===== src/rtl/div_result_bcd_if.sv =====
// Handshake bundle between the divider, the BCD formatter and the display/report stage.
// master = upstream/downstream environment, slave = the formatter itself.
interface div_result_bcd_if #(
   parameter int DW = 4,
   parameter int ND = 2
);
   logic            in_valid;
   logic            in_ready;
   logic [DW-1:0]   in_quo;
   logic [DW-1:0]   in_rem;
   logic            in_dbz;
   logic            out_valid;
   logic            out_ready;
   logic [4*ND-1:0] out_quo_bcd;
   logic [4*ND-1:0] out_rem_bcd;
   logic            out_err;
   logic            busy;

   modport master (
      output in_valid, in_quo, in_rem, in_dbz, out_ready,
      input  in_ready, out_valid, out_quo_bcd, out_rem_bcd, out_err, busy
   );

   modport slave (
      input  in_valid, in_quo, in_rem, in_dbz, out_ready,
      output in_ready, out_valid, out_quo_bcd, out_rem_bcd, out_err, busy
   );
endinterface


===== src/rtl/div_result_bcd.sv =====
// Iterative double-dabble formatter turning a divider quotient/remainder into packed BCD.
// Define DIV_RESULT_BCD_DBZ_EN to flag divide-by-zero results instead of converting them.
module div_result_bcd #(
   parameter int DW = 4,
   parameter int ND = 2
) (
   input logic             clk,
   input logic             rst,
   div_result_bcd_if.slave bus
);
   localparam int BW = 4 * ND;
   localparam int CW = $clog2(DW + 1);

   typedef enum logic [1:0] {IDLE, CONV, HOLD} state_t;

   state_t        state;
   state_t        state_nxt;
   logic [DW-1:0] quo_bin;
   logic [DW-1:0] rem_bin;
   logic [BW-1:0] quo_bcd;
   logic [BW-1:0] rem_bcd;
   logic [BW-1:0] quo_shift;
   logic [BW-1:0] rem_shift;
   logic [BW-1:0] quo_out;
   logic [BW-1:0] rem_out;
   logic [CW-1:0] count;
   logic          accept;
   logic          take_dbz;
   logic          last_iter;

   // Digits of 5 or more would become >= 10 after doubling, so pre-correct them.
   function automatic logic [BW-1:0] add3(input logic [BW-1:0] v);
      logic [BW-1:0] r;
      r = v;
      for (int d = 0; d < ND; d++) begin
         if (v[4*d +: 4] >= 4'd5) begin
            r[4*d +: 4] = v[4*d +: 4] + 4'd3;
         end
      end
      return r;
   endfunction

   assign accept    = (state == IDLE) && bus.in_valid;
   assign last_iter = (count == CW'(1));
   assign quo_shift = BW'({add3(quo_bcd), quo_bin[DW-1]});
   assign rem_shift = BW'({add3(rem_bcd), rem_bin[DW-1]});

`ifdef DIV_RESULT_BCD_DBZ_EN
   logic err_out;

   assign take_dbz = accept && bus.in_dbz;

   always_ff @(posedge clk) begin
      if (rst) begin
         err_out <= 1'b0;
      end else if (take_dbz) begin
         err_out <= 1'b1;
      end else if (state == CONV && last_iter) begin
         err_out <= 1'b0;
      end
   end

   assign bus.out_err = err_out;
`else
   logic unused_dbz;

   assign unused_dbz  = bus.in_dbz;
   assign take_dbz    = 1'b0;
   assign bus.out_err = 1'b0;
`endif

   always_ff @(posedge clk) begin
      if (rst) begin
         state <= IDLE;
      end else begin
         state <= state_nxt;
      end
   end

   always_comb begin
      state_nxt = state;
      case (state)
         IDLE: begin
            if (accept) begin
               state_nxt = take_dbz ? HOLD : CONV;
            end
         end
         CONV: begin
            if (last_iter) begin
               state_nxt = HOLD;
            end
         end
         HOLD: begin
            if (bus.out_ready) begin
               state_nxt = IDLE;
            end
         end
         default: state_nxt = IDLE;
      endcase
   end

   // in_ready is masked by rst so upstream never sees a handshake that reset would discard.
   always_comb begin
      bus.in_ready  = (state == IDLE) && !rst;
      bus.busy      = (state == CONV);
      bus.out_valid = (state == HOLD);
   end

   always_ff @(posedge clk) begin
      if (rst) begin
         quo_bin <= '0;
         rem_bin <= '0;
         quo_bcd <= '0;
         rem_bcd <= '0;
         quo_out <= '0;
         rem_out <= '0;
         count   <= '0;
      end else begin
         case (state)
            IDLE: begin
               if (accept) begin
                  quo_bin <= bus.in_quo;
                  rem_bin <= bus.in_rem;
                  quo_bcd <= '0;
                  rem_bcd <= '0;
                  count   <= CW'(DW);
                  if (take_dbz) begin
                     quo_out <= '1;
                     rem_out <= '1;
                  end
               end
            end
            CONV: begin
               quo_bcd <= quo_shift;
               rem_bcd <= rem_shift;
               quo_bin <= quo_bin << 1;
               rem_bin <= rem_bin << 1;
               count   <= count - CW'(1);
               if (last_iter) begin
                  quo_out <= quo_shift;
                  rem_out <= rem_shift;
               end
            end
            default: begin
            end
         endcase
      end
   end

   assign bus.out_quo_bcd = quo_out;
   assign bus.out_rem_bcd = rem_out;
endmodule


===== src/flat_wrapper.sv =====
// flat-port wrapper written by rule: the top's interface ports become plain ports
module div_result_bcd_flat 
#(
   parameter int DW = 4,
   parameter int ND = 2
)
  (clk, rst, bus_in_valid, bus_in_quo, bus_in_rem, bus_in_dbz, bus_out_ready, bus_in_ready, bus_out_valid, bus_out_quo_bcd, bus_out_rem_bcd, bus_out_err, bus_busy);
  div_result_bcd_if #(.DW(DW), .ND(ND)) bus_i ();
  input logic clk;
  input logic rst;
  input wire logic [$bits(bus_i.in_valid)-1:0] bus_in_valid;
  input wire logic [$bits(bus_i.in_quo)-1:0] bus_in_quo;
  input wire logic [$bits(bus_i.in_rem)-1:0] bus_in_rem;
  input wire logic [$bits(bus_i.in_dbz)-1:0] bus_in_dbz;
  input wire logic [$bits(bus_i.out_ready)-1:0] bus_out_ready;
  output wire logic [$bits(bus_i.in_ready)-1:0] bus_in_ready;
  output wire logic [$bits(bus_i.out_valid)-1:0] bus_out_valid;
  output wire logic [$bits(bus_i.out_quo_bcd)-1:0] bus_out_quo_bcd;
  output wire logic [$bits(bus_i.out_rem_bcd)-1:0] bus_out_rem_bcd;
  output wire logic [$bits(bus_i.out_err)-1:0] bus_out_err;
  output wire logic [$bits(bus_i.busy)-1:0] bus_busy;
  assign bus_i.in_valid = bus_in_valid;
  assign bus_i.in_quo = bus_in_quo;
  assign bus_i.in_rem = bus_in_rem;
  assign bus_i.in_dbz = bus_in_dbz;
  assign bus_i.out_ready = bus_out_ready;
  assign bus_in_ready = bus_i.in_ready;
  assign bus_out_valid = bus_i.out_valid;
  assign bus_out_quo_bcd = bus_i.out_quo_bcd;
  assign bus_out_rem_bcd = bus_i.out_rem_bcd;
  assign bus_out_err = bus_i.out_err;
  assign bus_busy = bus_i.busy;
  div_result_bcd #(.DW(DW), .ND(ND)) u_core (.clk(clk), .rst(rst), .bus(bus_i));
endmodule

===== config.mk =====
export PLATFORM = sky130hd
export DESIGN_NAME = div_result_bcd_flat
export DESIGN_NICKNAME = d
export VERILOG_FILES = /design/src/rtl/div_result_bcd_if.sv /design/src/rtl/div_result_bcd.sv /design/src/flat_wrapper.sv
export SDC_FILE = /design/constraint.sdc
export NUM_CORES = 1
export LEC_CHECK = 0
export CAP_MARGIN = 20
export CORE_MARGIN = 5
export CORE_UTILIZATION = 50
export DETAILED_ROUTE_END_ITERATION = 6
export HOLD_SLACK_MARGIN = 0.05
export PLACE_DENSITY = 0.74
export SLEW_MARGIN = 5
export SYNTH_ARGS = -nofsm -noshare
export SYNTH_HDL_FRONTEND = slang
export SYNTH_SLANG_ARGS = --single-unit

===== constraint.sdc =====
create_clock -name clk -period 2.4 [get_ports clk]
set_input_delay 0.36 -clock clk [delete_from_list [all_inputs] [get_ports clk]]
set_output_delay 0.36 -clock clk [all_outputs]
set_load 0.02 [all_outputs]

### Yosys cells after proc, flatten, opt, wreduce, memory -nomap -nowiden

Index checks and enable logic that the tools add are counted.

* add/sub/neg operators: 5
* multipliers: 0
* div/mod/pow operators: 0
* order comparisons: 4
* equal/unequal tests: 6
* shifts and indexed selects: 0
* mux-type cells: 17
* bitwise operators: 0
* reductions and logical operators: 8

Operators by type and width (count)
* 8-bit one-hot mux with 2 select lines: 2
* 4-bit by 3-bit >= comparator with 1-bit output, second input constant: 4
* 4-bit 2-to-1 mux: 4
* 4-bit one-hot mux with 2 select lines: 2
* 3-bit 2-to-1 mux: 3
* 4-bit by 2-bit adder with 4-bit output, second input constant: 2
* 8-bit 2-to-1 mux: 1
* 3-bit by 2-bit adder with 3-bit output, second input constant: 2
* 2-bit 2-to-1 mux: 3
* 2-bit one-hot mux with 3 select lines: 1
* 3-bit one-hot mux with 2 select lines: 1
* 2-bit by 1-bit inequality test with 1-bit output, second input constant: 2
* 2-bit AND reduction: 2
* 3-bit by 1-bit equality test with 1-bit output, second input constant: 1
* 3-bit AND reduction: 1
* 3-bit by 1-bit subtractor with 3-bit output, second input constant: 1
* 2-bit by 1-bit equality test with 1-bit output, second input constant: 1
* 2-bit equality test, second input constant: 1
* 1-bit logical AND: 2
* 2-bit logical NOT: 1
* 2-bit inequality test, second input constant: 1
* 2-bit nonzero test: 1
* 1-bit logical NOT: 1

* register bits: 45
* latch bits: 0
* RAM bits: 0
* bits in read-only memories: 0
* output and inout bits: 20
* logic and storage cells: 48
* memories kept: 0

### Depth between registers and ports, before layout

Gate-level depths: netlist of run 1.

* depth in word-level cells: 4
* depth in mapped cells: 6

### Worst setup path before layout of run 1

Ideal clock, no wire load.

* kind: input to output
* start point: input rst
* end point: output bus_in_ready
* arrival time: 1.342 ns
* required time: 2.040 ns
* slack: 0.698 ns
* stages on the path: 4
* cells stage by stage: buf_2 > buf_2 > buf_1 > nor3_1

* longest elaborated chain between the ends: 2

RTL lines
* start: declaration: line flat_wrapper.sv:10 `input logic rst;`
* 1-bit logical NOT: line div_result_bcd.sv:104 `bus.in_ready = (state == IDLE) && !rst;`
* 1-bit logical AND: line div_result_bcd.sv:104
* end: declaration: line flat_wrapper.sv:16 `output wire logic [$bits(bus_i.in_ready)-1:0] bus_in_ready;`

No other way between the ends.

### Worst setup path after layout of run 1

* start point: register u_core.state[1]
* end point: output bus_busy

* longest elaborated chain between the ends: 1

RTL lines
* start: declaration: line div_result_bcd.sv:16 `state_t state;`
* start signal: assignment: line div_result_bcd.sv:76 `state <= state_nxt;`
* 2-bit by 1-bit equality test with 1-bit output: line div_result_bcd.sv:105 `bus.busy = (state == CONV);`
* end: declaration: line flat_wrapper.sv:21 `output wire logic [$bits(bus_i.busy)-1:0] bus_busy;`

No other way between the ends.

==> impl_metrics.env, run 1 <==
export IMPL_run_status="finished clean"
export IMPL_numCtsBuffers=5
export IMPL_period_share=0.8492
export IMPL_power_internal_mw=1.129
export IMPL_r2r_end="u_core.bus.out_rem_bcd[3]"
export IMPL_power_frac_seq=0.522
export IMPL_grt_use_total=0.1708
export IMPL_antenna_left=0
export IMPL_cts_tree="built"
export IMPL_relSlewSlack=0.4760
export IMPL_nets=315
export IMPL_crit_reg2reg_launch="u_core.count[0]"
export IMPL_root_buffer="clkbuf_8"
export IMPL_p_leak_nw=1.049
export IMPL_combPwrFrac=0.139
export IMPL_slew_violations=0
export IMPL_p_sw_frac=0.2592
export IMPL_grt_overflow=0
export IMPL_power_frac_clock=0.339
export IMPL_cp_data_required_time_ns=2.04
export IMPL_multi_input_comb_area_sq_mm=0.001219
export IMPL_seq_area_sq_um=900.9
export IMPL_p_per_area_mw_per_mm2=563.3
export IMPL_path_class="reg -> out"
export IMPL_reg2reg_setup_slack_ns=0.61
export IMPL_grt_max_degree=44
export IMPL_cap_violations=0
export IMPL_hold_path_startpoint="u_core.bus.out_quo_bcd[6]"
export IMPL_reg2reg_depth=5
export IMPL_fillers=407
export IMPL_initial_utilization=0.5191
export IMPL_cts_resized=0
export IMPL_fmax_mhz=490.7
export IMPL_synthFlopType="dfxtp_1"
export IMPL_avgSynthCellArea_sq_um=8.621
export IMPL_die_h_um=77.47
export IMPL_setup_violations=0
export IMPL_cts_max_path_buffers=2
export IMPL_wl_per_cell_um=14.08
export IMPL_antenna_found_initial=0
export IMPL_dp_hpwl_um=3306
export IMPL_vdd_drop_max_uv=260.2
export IMPL_io_buffers=30
export IMPL_tightest_slew_ns=0.7851
export IMPL_num_rows=24
export IMPL_ys_types=47
export IMPL_drc=0
export IMPL_hold_depth=2
export IMPL_placed_cells_incl_taps=337
export IMPL_crit_path_end_kind="output pin"
export IMPL_holdPathEnd="u_core.bus.out_quo_bcd[6]"
export IMPL_rsz0062_at_grt="no"
export IMPL_final_common_cell="dfxtp_1"
export IMPL_gp_congestion=0.7850
export IMPL_synth_nets=287
export IMPL_drt_pass1_iterations=4
export IMPL_finalPower_mw=1.525
export IMPL_die_area_sq_mm=0.006001
export IMPL_ys_seq_elements=45
export IMPL_antenna_cells=0
export IMPL_skew_ns=0.004012
export IMPL_cp_arrival_ns=1.68
export IMPL_drtIter0Drc=148
export IMPL_syn_cell_area_sq_mm=0.002276
export IMPL_grt_pass1_vias=1767
export IMPL_fin_setup_tns_ns=0
export IMPL_yosys_warnings=0
export IMPL_fin_cells=345
export IMPL_start_kind="register"
export IMPL_syn_inst=264
export IMPL_hold_path_class="reg -> reg"
export IMPL_clk_pin_slew_ns=0.08
export IMPL_wirelength_um=4856
export IMPL_clock_latency_ns=0.30
export IMPL_coreArea_sq_mm=0.004384
export IMPL_power_switching_mw=0.3952
export IMPL_htreeDepth=2
export IMPL_vias_per_cell=5.542
export IMPL_fin_crit_ns=2.038
export IMPL_fin_util=0.6173
export IMPL_postCtsHoldBufs=0
export IMPL_ys_async_sr_fraction=0
export IMPL_grt_pass1_wl_um=8355
export IMPL_drive_gt1_frac=0.09556
export IMPL_synth_edf_count=0
export IMPL_ios=33
export IMPL_path_max_fanout=12
export IMPL_synth_sequential_area_ratio=0.3958
export IMPL_area_growth_syn_to_layout_pct=18.91
export IMPL_post_cts_setup_buffers=0
export IMPL_final_hold_viol_count=0
export IMPL_die_w_um=77.47
export IMPL_layout_common_cells="dfxtp_1, nor2_1, clkdlybuf4s50_1"
export IMPL_num_vias=1912
export IMPL_clock_sinks=45
-- how the worst max path moves through the flow --
stage               cells after the start             from           end  slack [ns]
floorplan                               4              rst  bus_in_ready        0.70
global placement                        3              rst  bus_in_ready        0.39
detailed placement                      3              rst  bus_in_ready        0.39
CTS                                     3  u_core.state[1]  bus_in_ready        0.35
global route                            3  u_core.state[1]  bus_in_ready        0.27
finish                                  3  u_core.state[1]      bus_busy        0.36
-- cell usage after synthesis (5+ instances only) --
cell type | instances | area [sq um]
a21oi_1 | 27 | 135.1
nor3_1 | 9 | 45.04
nand2b_1 | 6 | 37.54
ha_1 | 10 | 125.1
a211oi_1 | 8 | 60.06
dfxtp_1 | 45 | 900.9
nand2_1 | 12 | 45.04
o21ai_0 | 11 | 55.05
nand3_1 | 7 | 35.03
nor2b_1 | 5 | 31.28
buf_2 | 8 | 40.04
inv_1 | 17 | 63.81
nor2_1 | 30 | 112.6
a22o_1 | 5 | 43.79
nor3b_1 | 9 | 67.56
-- critical path, cell delays in order (launching register included) --
cell and delay, ns:
dfxtp_1 0.44, nand2b_4 0.28, clkinv_1 0.11, clkdlybuf4s50_1 0.54
-- metrics by stage --
stage | area (sq um) | setup slack [ns] | hold WS [ns]
final | 2706 | 0.3620 | 0.4559
after global routing | 2706 | 0.2680 | 0.4768
after CTS | 2706 | 0.3468 | 0.4593
after detailed placement | 2605 | 0.3935 | 0.4472
after floorplan | 2276 | 0.6984 | 0.4457
after global placement | 2605 | 0.3911 | 0.4460
-- cell type report --
class                           count  area share
Multi-Input combinational cell    185      0.4503
Sequential cell                    45      0.3329
Timing Repair Buffer               37      0.1304
Clock buffer                        7     0.03560
Inverter                           18     0.02497
Tap cell                           52     0.02404
Clock inverter                      1    0.001849
-- flip-flops by register name, summed over array words and instances, names as in the netlist --
name                    flops
u_core.rem_bcd              8
u_core.bus.out_quo_bcd      8
u_core.quo_bin              4
u_core.state                2
u_core.quo_bcd              8
u_core.rem_bin              4
u_core.bus.out_rem_bcd      8
u_core.count                3
-- power by group through the flow --
stage	registers [mW]	logic, mW	clock network (mW)
floorplan	0.813	0.145	0
global placement	0.813	0.210	0
detailed placement	0.814	0.212	0
CTS	0.797	0.214	0.536
global route	0.801	0.235	0.576
finish	0.797	0.212	0.517
-- logic make-up (layout without fill, tap and decap cells) --
family | Yosys count | after routing | synth area share
simple gates | 94 | 94 | 0.2331
buf+inv | 34 | 63 | 0.06871
compound gates | 75 | 75 | 0.2254
other cells | 1 | 1 | 0.001648
xor+xnor | 3 | 3 | 0.01155
mux | 2 | 2 | 0.008796
fa+ha+maj | 10 | 10 | 0.05498
flops | 45 | 45 | 0.3958
-- routing by layer --
metal / routed length, um / GRT usage / share of wire
met5: 0 / 0 / 0
met4: 78 / 0.06701 / 0.016
met1: 2354 / 0.2249 / 0.48
met2: 2230 / 0.2694 / 0.46
met3: 192 / 0.04167 / 0.040
Note: power is estimated with default switching activity, not from simulation.
==> run 2: changes to the inputs <==
- CORE_UTILIZATION: 50 -> 49
- PLACE_DENSITY: 0.74 -> 0.76
- clock period: 2.4 -> 1.73 ns (I/O delays scaled with it)
==> impl_metrics.env, run 2 (same netlist as run 1, synthesis figures left out) <==
export IMPL_final_hold_viol_count=0
export IMPL_initial_utilization=0.5121
export IMPL_final_common_cell="dfxtp_1"
export IMPL_wl_per_cell_um=14.21
export IMPL_num_rows=24
export IMPL_finalPower_mw=2.230
export IMPL_num_vias=1942
export IMPL_root_buffer="clkbuf_8"
export IMPL_fin_setup_tns_ns=0
export IMPL_power_frac_clock=0.368
export IMPL_antenna_found_initial=0
export IMPL_p_sw_frac=0.2447
export IMPL_placed_area_sq_mm=0.002655
export IMPL_hold_path_class="reg -> reg"
export IMPL_area_growth_syn_to_layout_pct=21.88
export IMPL_cp_data_required_time_ns=1.97
export IMPL_layout_common_cells="dfxtp_1, nor2_1, clkdlybuf4s50_1"
export IMPL_coreArea_sq_mm=0.004444
export IMPL_power_internal_mw=1.684
export IMPL_grt_use_total=0.1719
export IMPL_drc=0
export IMPL_drtIter0Drc=126
export IMPL_seq_area_sq_um=903.4
export IMPL_start_kind="register"
export IMPL_numCtsBuffers=5
export IMPL_fin_crit_ns=1.581
export IMPL_multi_input_comb_area_sq_mm=0.001222
export IMPL_hold_path_startpoint="u_core.bus.out_rem_bcd[0]"
export IMPL_die_area_sq_mm=0.006107
export IMPL_rsz0062_at_grt="no"
export IMPL_die_h_um=78.15
export IMPL_io_buffers=30
export IMPL_cap_violations=0
export IMPL_drive_gt1_frac=0.1174
export IMPL_period_share=0.9139
export IMPL_clk_pin_slew_ns=0.08
export IMPL_setup_violations=0
export IMPL_path_max_fanout=13
export IMPL_path_class="reg -> reg"
export IMPL_crit_reg2reg_launch="u_core.state[0]"
export IMPL_grt_pass1_vias=1863
export IMPL_cp_arrival_ns=1.82
export IMPL_skew_ns=0.006192
export IMPL_crit_start="u_core.state[0]"
export IMPL_vdd_drop_max_uv=364.2
export IMPL_p_leak_nw=1.090
export IMPL_dp_hpwl_um=3464
export IMPL_grt_overflow=0
export IMPL_nets=320
export IMPL_grt_max_degree=25
export IMPL_power_frac_seq=0.497
export IMPL_stdcell_area_sq_mm=0.002774
export IMPL_ios=33
export IMPL_antenna_left=0
export IMPL_clock_latency_ns=0.30
export IMPL_p_per_area_mw_per_mm2=803.9
export IMPL_htreeDepth=2
export IMPL_combPwrFrac=0.135
export IMPL_wirelength_um=4973
export IMPL_postCtsHoldBufs=0
export IMPL_grt_pass1_wl_um=8542
export IMPL_run_status="finished clean"
export IMPL_cts_max_path_buffers=2
export IMPL_clock_sinks=45
export IMPL_fillers=411
export IMPL_vias_per_cell=5.549
export IMPL_power_switching_mw=0.5457
export IMPL_die_w_um=78.15
export IMPL_fmax_mhz=632.5
export IMPL_slew_violations=0
export IMPL_drt_pass1_iterations=4
export IMPL_crit_path_end_kind="register"
export IMPL_cts_tree="built"
export IMPL_gp_congestion=0.8481
export IMPL_antenna_cells=0
==> run 2: routing by layer <==
metal | up-vias | global-route usage | share of wire
met1 | 905 | 0.2258 | 0.47
met3 | 10 | 0.03776 | 0.038
li1 | 989 | - | -
met5 | - | 0 | 0
met2 | 38 | 0.2748 | 0.47
met4 | 0 | 0.06993 | 0.022
==> run 2: path summary, 6_finish.rpt <==
kind	end	slack (ns)	cells past startpoint
hold / removal	u_core.bus.out_rem_bcd[0]	0.46	2
setup reg to reg	u_core.bus.out_rem_bcd[5]	0.15	4
hold reg to reg	u_core.bus.out_rem_bcd[0]	0.46	2
setup / recovery	u_core.bus.out_rem_bcd[5]	0.15	4
==> run 2: repair_timing <==
action,in CTS,in global routing
buffers inserted,0,0
setup endpoints to repair,3,2
gates resized for setup,4,2
==> run 2: final cells by class <==
cell class / instances / area share
Clock buffer: 7 / 0.03112
Clock inverter: 1 / 0.01083
Inverter: 18 / 0.02436
Multi-Input combinational cell: 185 / 0.4407
Sequential cell: 45 / 0.3257
Tap cell: 52 / 0.02346
Timing Repair Buffer: 42 / 0.1439
==> run 2: power by group through the flow <==
stage | registers (mW) | clock network, mW | logic (mW)
finish | 1.11 | 0.821 | 0.302
global route | 1.11 | 0.872 | 0.336
floorplan | 1.13 | 0 | 0.201
detailed placement | 1.13 | 0 | 0.305
global placement | 1.13 | 0 | 0.300
CTS | 1.11 | 0.841 | 0.303
==> run 2: metrics by stage <==
stage | std cells | setup WS, ns | utilization | hold slack, ns
floorplan | 264 | 0.2294 | - | 0.4413
global placement | 342 | -0.1103 | 0.5974 | 0.4429
detailed placement | 342 | -0.09251 | 0.5974 | 0.4510
CTS | 350 | 0.1467 | 0.6230 | 0.4629
global route | 350 | 0.03734 | 0.6242 | 0.4815
finish | 350 | 0.1490 | 0.6242 | 0.4595
==> run 2: worst max-delay path, cell delays in order (launching register included) <==
cell and delay [ns]:
dfxtp_1 0.45, buf_4 0.25, nand4bb_4 0.23, or4_1 0.51
nand3_1 0.07
==> run 3: changes to the inputs <==
- CAP_MARGIN: 20 -> 10
- CTS_CLUSTER_DIAMETER: unset -> 80
==> results of run 3 <==
No change in the layout: final DEF, timing and power equal those of run 2.
